`config.mk`:
```
export PLATFORM = sky130hd
export DESIGN_NAME = lane_mux
export DESIGN_NICKNAME = d
export VERILOG_FILES = /design/src/rtl/lane_mux_pkg.sv /design/src/rtl/lane_mux_fifo.sv /design/src/rtl/lane_mux.sv
export SDC_FILE = /design/constraint.sdc
export NUM_CORES = 1
export LEC_CHECK = 0
export BUFFER_PORTS_ARGS = -buffer_cell sky130_fd_sc_hd__buf_2
export CORE_MARGIN = 3
export CORE_UTILIZATION = 53
export DETAILED_ROUTE_END_ITERATION = 10
export PLACE_DENSITY = 0.75
export REMOVE_ABC_BUFFERS = 1
export SKIP_CTS_REPAIR_TIMING = 1
export SYNTH_ARGS = -nofsm -noshare
export SYNTH_HDL_FRONTEND = slang
export SYNTH_SLANG_ARGS = --single-unit
```
`constraint.sdc`:
```
create_clock -name clk_2f -period 2.2 [get_ports clk_2f]
set_input_delay 0.44 -clock clk_2f [delete_from_list [all_inputs] [get_ports clk_2f]]
set_output_delay 0.44 -clock clk_2f [all_outputs]
set_load 0.01 [all_outputs]
```
`src/rtl/lane_mux_pkg.sv`:
```
// Shared PHY TX/RX lane definitions: byte width, lane selector, lane ids.
// Imported by lane_mux and lane_fifo.
package lane_mux_pkg;

   localparam int LANE_DATA_W = 8;

   typedef enum logic {
      SEL0 = 1'b0,
      SEL1 = 1'b1
   } sel_t;

   localparam logic LANE0 = 1'b0;
   localparam logic LANE1 = 1'b1;

endpackage

```
`src/rtl/lane_mux_fifo.sv`:
```
// lane_fifo: per-lane synchronous FIFO with first-word-fall-through read.
// dout always shows the head entry so pop and capture share one edge.
module lane_fifo
   import lane_mux_pkg::*;
#(
   parameter int DATA_W = LANE_DATA_W,
   parameter int DEPTH  = 4,
   parameter int CNT_W  = $clog2(DEPTH) + 1
) (
   input  logic              clk_2f,
   input  logic              reset,
   input  logic              push,
   input  logic              pop,
   input  logic [DATA_W-1:0] din,
   output logic [DATA_W-1:0] dout,
   output logic              empty,
   output logic              full,
   output logic [CNT_W-1:0]  count
);

   localparam int PTR_W = $clog2(DEPTH);

   logic [DATA_W-1:0] mem [DEPTH];
   logic [PTR_W-1:0]  wr_ptr;
   logic [PTR_W-1:0]  rd_ptr;
   logic              do_push;
   logic              do_pop;

   assign empty   = (count == '0);
   assign full    = (count == CNT_W'(DEPTH));
   assign do_push = push & ~full;
   assign do_pop  = pop & ~empty;
   assign dout    = mem[rd_ptr];

   always_ff @(posedge clk_2f) begin
      if (reset) begin
         wr_ptr <= '0;
         rd_ptr <= '0;
         count  <= '0;
      end else begin
         if (do_push) wr_ptr <= wr_ptr + PTR_W'(1);
         if (do_pop)  rd_ptr <= rd_ptr + PTR_W'(1);
         unique case ({do_push, do_pop})
            2'b10:   count <= count + CNT_W'(1);
            2'b01:   count <= count - CNT_W'(1);
            default: count <= count;
         endcase
      end
   end

   // Storage needs no reset; stale entries are never read past count.
   always_ff @(posedge clk_2f) begin
      if (do_push) mem[wr_ptr] <= din;
   end

endmodule

```
`src/rtl/lane_mux.sv`:
```
// lane_mux: two-lane TX interleaver, lane 0 then lane 1, gap restarts at lane 0.
// Define LANE_MUX_PAIR_EN for pair-atomic mode (lane 0 waits for lane 1).
module lane_mux
   import lane_mux_pkg::*;
#(
   parameter int DATA_W     = LANE_DATA_W,
   parameter int FIFO_DEPTH = 4
) (
   input  logic              clk_2f,
   input  logic              reset,
   input  logic [DATA_W-1:0] data_in_0,
   input  logic              valid_in_0,
   output logic              ready_out_0,
   input  logic [DATA_W-1:0] data_in_1,
   input  logic              valid_in_1,
   output logic              ready_out_1,
   output logic [DATA_W-1:0] data_out,
   output logic              valid_out,
   output logic              lane_out,
   output logic              overflow_out
);

   localparam int CNT_W = $clog2(FIFO_DEPTH) + 1;

   logic [DATA_W-1:0] dout_0, dout_1;
   logic              empty_0, empty_1;
   logic              full_0, full_1;
   logic [CNT_W-1:0]  count_0, count_1;
   logic              push_0, push_1;
   logic              pop_0, pop_1;
   logic              can_0;
   sel_t              sel_q, sel_d;

   assign ready_out_0 = (count_0 < CNT_W'(FIFO_DEPTH));
   assign ready_out_1 = (count_1 < CNT_W'(FIFO_DEPTH));
   assign push_0      = valid_in_0 & ~full_0;
   assign push_1      = valid_in_1 & ~full_1;

`ifdef LANE_MUX_PAIR_EN
   assign can_0 = ~empty_0 & ~empty_1;
`else
   assign can_0 = ~empty_0;
`endif

   lane_fifo #(
      .DATA_W (DATA_W),
      .DEPTH  (FIFO_DEPTH),
      .CNT_W  (CNT_W)
   ) u_fifo_0 (
      .clk_2f (clk_2f),
      .reset  (reset),
      .push   (push_0),
      .pop    (pop_0),
      .din    (data_in_0),
      .dout   (dout_0),
      .empty  (empty_0),
      .full   (full_0),
      .count  (count_0)
   );

   lane_fifo #(
      .DATA_W (DATA_W),
      .DEPTH  (FIFO_DEPTH),
      .CNT_W  (CNT_W)
   ) u_fifo_1 (
      .clk_2f (clk_2f),
      .reset  (reset),
      .push   (push_1),
      .pop    (pop_1),
      .din    (data_in_1),
      .dout   (dout_1),
      .empty  (empty_1),
      .full   (full_1),
      .count  (count_1)
   );

   // Any cycle without a pop falls back to SEL0.
   always_comb begin
      sel_d = SEL0;
      pop_0 = 1'b0;
      pop_1 = 1'b0;
      unique case (sel_q)
         SEL0: begin
            if (can_0) begin
               pop_0 = 1'b1;
               sel_d = SEL1;
            end
         end
         SEL1: begin
            if (!empty_1) pop_1 = 1'b1;
         end
      endcase
   end

   always_ff @(posedge clk_2f) begin
      if (reset) begin
         sel_q        <= SEL0;
         data_out     <= '0;
         valid_out    <= 1'b0;
         lane_out     <= LANE0;
         overflow_out <= 1'b0;
      end else begin
         sel_q     <= sel_d;
         valid_out <= pop_0 | pop_1;
         if (pop_0) begin
            data_out <= dout_0;
            lane_out <= LANE0;
         end else if (pop_1) begin
            data_out <= dout_1;
            lane_out <= LANE1;
         end
         overflow_out <= overflow_out
                       | (valid_in_0 & ~ready_out_0)
                       | (valid_in_1 & ~ready_out_1);
      end
   end

endmodule

```
Word-level counts from Yosys, hierarchy flattened. Memories as Yosys holds them, arrays and structs flattened. A register that Yosys moved wholly into a read port is not among the register bits. Cells that the tools add are included.

Register bits after elaboration: 26. Latch bits: 0. RAM bits: 64. ROM bits: 0. Memories: 2.

Memories: u_fifo_0.mem (depth 4, bits a word 8, read ports 1, clocked after memory_dff 1, write ports 1, RTL line lane_mux_fifo.sv:23) `logic [DATA_W-1:0] mem [DEPTH];`; u_fifo_1.mem (depth 4, bits a word 8, read ports 1, clocked after memory_dff 1, write ports 1, RTL line lane_mux_fifo.sv:23).

Add/sub/neg operators: 8. $mul: 0. Div/mod/pow operators: 0. Order comparisons: 2. Equal/unequal tests: 6. Shift operators: 0. Muxes and demuxes: 16. Bitwise operators: 17. Reduce and logical (&&, ||, !) cells: 6.

Operator list (number): $mux W8 (2); $pmux W3 S2 (2); $add A2 B1 Y2 const B (4); $and A1 B1 Y1 (8); $mux W1 (8); $mux W2 (4); $add A3 B1 Y3 const B (2); $eq A3 B3 Y1 const B (2); $logic_not A3 Y1 (2); $lt A3 B3 Y1 const B (2); $not A1 Y1 (6); $reduce_bool A2 Y1 (3); $sub A3 B1 Y3 const B (2); $eq A2 B1 Y1 const B (2); $eq A2 B2 Y1 const B (2); $or A1 B1 Y1 (3); $reduce_or A2 Y1 (1).

Longest topological paths before layout.
Depth in word-level cells: 6. Gate-level depth with buffers: 9. Depth with buffers taken out: 8.

Hierarchy. Synthesis repeated with hierarchy kept, for this count alone.

Cells, all modules: 246. Area, all modules: 3833.7 um^2.

Modules (own cells, without submodules): lane_fifo (times used 2, cells an instance 96, area each 1630.3 um^2); lane_mux (times used 1, cells an instance 54, area each 573.0 um^2).

Worst setup path before layout. No wires, ideal clock.

Path type: register -> register. Start: reg u_fifo_0.count[2]. End: reg u_fifo_0.count[2]. Library setup time: 0.071 ns. Arrival time: 2.187 ns. Data required time: 2.129 ns. Path slack: -0.058 ns. Stages on the path, launching flop included: 10. Path buffers: 1. Cells stage by stage: dfxtp_1 > or3b_1 > buf_6 > nand2_1 > ha_1 > inv_1 > fa_1 > xor2_1 > or3_2 > a21oi_1.

Word-level cells in the longest chain between the ends: 6. Elaborated cells on any way between the ends: 15. Those cells by class: add/sub (2); eq/ne (3); mux (3); bitwise (5); reduce/logical (2).

Ends and longest elaborated chain: start, declared (RTL line lane_mux_fifo.sv:18) `output logic [CNT_W-1:0] count`; start signal, assigned (RTL line lane_mux_fifo.sv:44) `2'b10: count <= count + CNT_W'(1);`; start signal, assigned (RTL line lane_mux_fifo.sv:45) `2'b01: count <= count - CNT_W'(1);`; start signal, assigned (RTL line lane_mux_fifo.sv:46) `default: count <= count;`; $logic_not A3 Y1 / $eq A3 B3 Y1 (equally long branches) (RTL line lane_mux_fifo.sv:29, lane_mux_fifo.sv:30); $mux W1 / $not A1 Y1 (equally long branches) (RTL line lane_mux.sv:84, lane_mux_fifo.sv:31, lane_mux.sv:36); $mux W1 / $and A1 B1 Y1 (equally long branches) (RTL line lane_mux.sv:82, lane_mux.sv:36); $and A1 B1 Y1 (on tied branches) (RTL line lane_mux_fifo.sv:32, lane_mux_fifo.sv:31); $eq A2 B1 Y1 / $eq A2 B2 Y1 (equally long branches) (RTL line lane_mux_fifo.sv:43) `unique case ({do_push, do_pop})`; $pmux W3 S2 / $reduce_bool A2 Y1 (equally long branches).

Parallel ways exist; a longest one is shown, timed or not. A chain may end at the register's enable or synchronous reset.

Worst setup path in the final report.
Start: reg u_fifo_1.count[0]. End: reg u_fifo_1.count[2].

Word-level cells in the longest chain between the ends: 6. Elaborated cells on any way between the ends: 15. Those cells by class: add/sub (2); eq/ne (3); mux (3); bitwise (5); reduce/logical (2).

Ends and longest elaborated chain (RTL line): start, declared (lane_mux_fifo.sv:18); start signal, assigned (lane_mux_fifo.sv:44); start signal, assigned (lane_mux_fifo.sv:45); start signal, assigned (lane_mux_fifo.sv:46); $logic_not A3 Y1 / $eq A3 B3 Y1 (equally long branches) (lane_mux_fifo.sv:29, lane_mux_fifo.sv:30); $mux W1 / $not A1 Y1 (equally long branches) (lane_mux.sv:90, lane_mux_fifo.sv:31, lane_mux.sv:37); $mux W1 / $and A1 B1 Y1 (equally long branches) (lane_mux.sv:82, lane_mux.sv:37); $and A1 B1 Y1 (on tied branches) (lane_mux_fifo.sv:32, lane_mux_fifo.sv:31); $eq A2 B1 Y1 / $eq A2 B2 Y1 (equally long branches) (lane_mux_fifo.sv:43); $pmux W3 S2 / $reduce_bool A2 Y1 (equally long branches).

Parallel ways exist; a longest one is shown, timed or not.

==> reports/metrics.cfg <==
[status]
status = completed

[final_layout]
fin_nets = 316
register_area_um2 = 2527
antenna_cells = 0
area_delta_synth_final_pct = 14.93
final_cells = 385
multi_input_area_um2 = 1116
post-route-util = 0.6332
drive_gt1_frac = 0.3218
fillers = 510

[setup_path]
critical-path-slowest-cell = or3b_1
slowest_delay_ns = 0.39
path_buf_inv = 1
critPathArrivalTime_ns = 2.37
path_delay_family = simple AND/OR/NAND/NOR gates
crit_path_start_kind = register
reg2reg_depth = 8
cp_max_fo = 4
worst-setup-path-type = register to register
path_depth = 8
crit_required_ns = 2.47
endpoint_kind = register
crit_chain = or3b_1 > nand2_1 > ha_2 > inv_1 > fa_1 > xor2_1 > or3_1 > a21oi_1

[global_routing]
grt_overflow = 0
grt_use_total = 0.1726
antenna_found_initial = 0
grt_pass1_vias = 2130
grt_pass1_wl_um = 10780
grt_max_degree = 29

[timing]
finalCriticalPeriod_ns = 2.096
hold_ws_ns = 0.3052
slew-limit-headroom = 0.6347
timing.final.crit_share = 0.9529
worst_slew_pin_slew_ns = 0.5479
clock_skew_ns = 0.007680
setup_viol = 0
hold_viol = 0
slew_viol_final = 0
fmax_ghz = 0.4770

[detailed_routing]
avgRoutedWirePerCell_um = 17.18
first_iter_violations = 125
via_count = 2118
via_per_inst = 5.501
antenna_left = 0
first_pass_iters = 4
route.detailed.drc = 0
drt_wl_total_um = 6614

[clocking]
clock_latency_ns = 0.35
cts_tree = done
cts_buffers = 9
cts_root_buf = clkbuf_8
ctsHtreeMaxLevel = 3
cts.sinks = 94
clock_path_buffers = 2
clkTransAtPathRegs_ns = 0.09

[logic_synthesis]
synth_seq_cells = 94
yosysUniqueCellTypes = 35
avgSynthCellArea_um2 = 15.42
yosysMostFrequentCell = edfxtp_1
async_flop_share = 0
synth_ff_type = edfxtp_1
yosys_warnings = 0
synth_common_cells = 64 x edfxtp_1, 30 x dfxtp_1, 19 x a21oi_1
syn_area_um2 = 3764
synth_top_area_frac = 0.5106
synth_area_leaders = edfxtp_1 51%, dfxtp_1 16%, mux4_2 9.6%
synth_edf_count = 64
synth_cells = 244
ys_seq_area_frac = 0.6702
yosysTopAreaCell = edfxtp_1

[run]
maxCapViolations = 0

[floorplanning]
die_w_um = 90.27
die-height_um = 90.27
initial_core_util = 0.5509
core.rowCount = 30
pin_count = 33
die-area_um2 = 8149
core_area_um2 = 6832

[hold_path]
hold_depth = 1
hold_class = input port to register

[power]
power.density_nw_per_um2 = 1155
total_leakage_power_nw = 1.535
peakVddDrop_uv = 518.5

[placed_design]
io_buffer_count = 32
routabilityCongestion = 0.7112
place_inst = 368
dp_hpwl_um = 4487

[cell usage in the layout, fill, tap and decap left out, drive strengths merged, types with 3 or more instances in the layout]
master,netlist,final
a21o,4,4
xor2,4,4
ha,10,10
o21ai,5,5
and3,8,8
bufinv,0,3
inv,15,17
dfxtp,30,30
a32oi,8,8
or3,4,4
a21oi,22,22
o211ai,8,8
edfxtp,64,64
buf,10,45
clkbuf,6,10
nor2,11,11
nand3,5,5
mux4,16,16
[state kept, by name, indices dropped and copies added, names as in the netlist, 2 cells and up, named ones only]
name and count:
u_fifo_0.count 3, u_fifo_0.mem 32, u_fifo_0.rd_ptr 2, u_fifo_1.wr_ptr 2
u_fifo_0.wr_ptr 2, u_fifo_1.mem 32, data_out 8, u_fifo_1.rd_ptr 2
u_fifo_1.count 3
[final cells by class]
type	instances	share of cell area
inverter	16	0.01388
clock buffer	10	0.02951
timing repair buffer	45	0.05959
sequential	94	0.5843
multi-input combinational	118	0.2580
clock inverter	6	0.02690
tap	96	0.02777
[through the flow]
| step | setup TNS (ns) | area (um^2) | total power, mW | setup slack [ns] |
|---|---|---|---|---|
| final | 0 | 4325 | 4.996 | 0.1036 |
| after global routing | -0.0002331 | 4325 | 5.302 | -0.0002331 |
| after CTS | 0 | 4295 | 4.989 | 0.01385 |
| after detailed placement | 0 | 4051 | 3.646 | 0.04168 |
| after global placement | 0 | 4051 | 3.592 | 0.1027 |
| after floorplan | -0.04787 | 3681 | 3.160 | -0.04608 |
[kinds of logic after synthesis]
kind of cell / after synthesis / synth area share
compound gates: 50 / 0.08910
xor+xnor: 5 / 0.01164
fa+ha+maj: 12 / 0.04388
buf+inv: 32 / 0.03790
flops: 94 / 0.6702
mux: 16 / 0.09575
simple gates: 35 / 0.05153
[final timing paths]
kind         slack [ns]                            from                        endpoint
min reg2reg        0.49         overflow_out$_SDFF_PP0_         overflow_out$_SDFF_PP0_
max                0.10  u_fifo_1.count[0]$_SDFFE_PP0P_  u_fifo_1.count[2]$_SDFFE_PP0P_
max reg2reg        0.10  u_fifo_1.count[0]$_SDFFE_PP0P_  u_fifo_1.count[2]$_SDFFE_PP0P_
min                0.31                    data_in_0[5]    u_fifo_0.mem[0][5]$_DFFE_PP_
[report_power, final]
| group | switching [mW] | internal, mW | leakage (nW) | total, mW |
|---|---|---|---|---|
| registers | 0.165 | 2.17 | 0.834 | 2.34 |
| logic | 0.714 | 0.610 | 0.579 | 1.32 |
| clock network | 0.571 | 0.765 | 0.121 | 1.34 |
| total | 1.45 | 3.55 | 1.54 | 5.00 |
[metal layers]
metal  track usage  wire, um  vias up
met5             0         0        -
met4       0.05995       124        0
li1              -         -     1010
met3       0.05167       239       11
met2        0.2782      3322       38
met1        0.2249      2927     1059
Power figures use the tool's default switching activity.
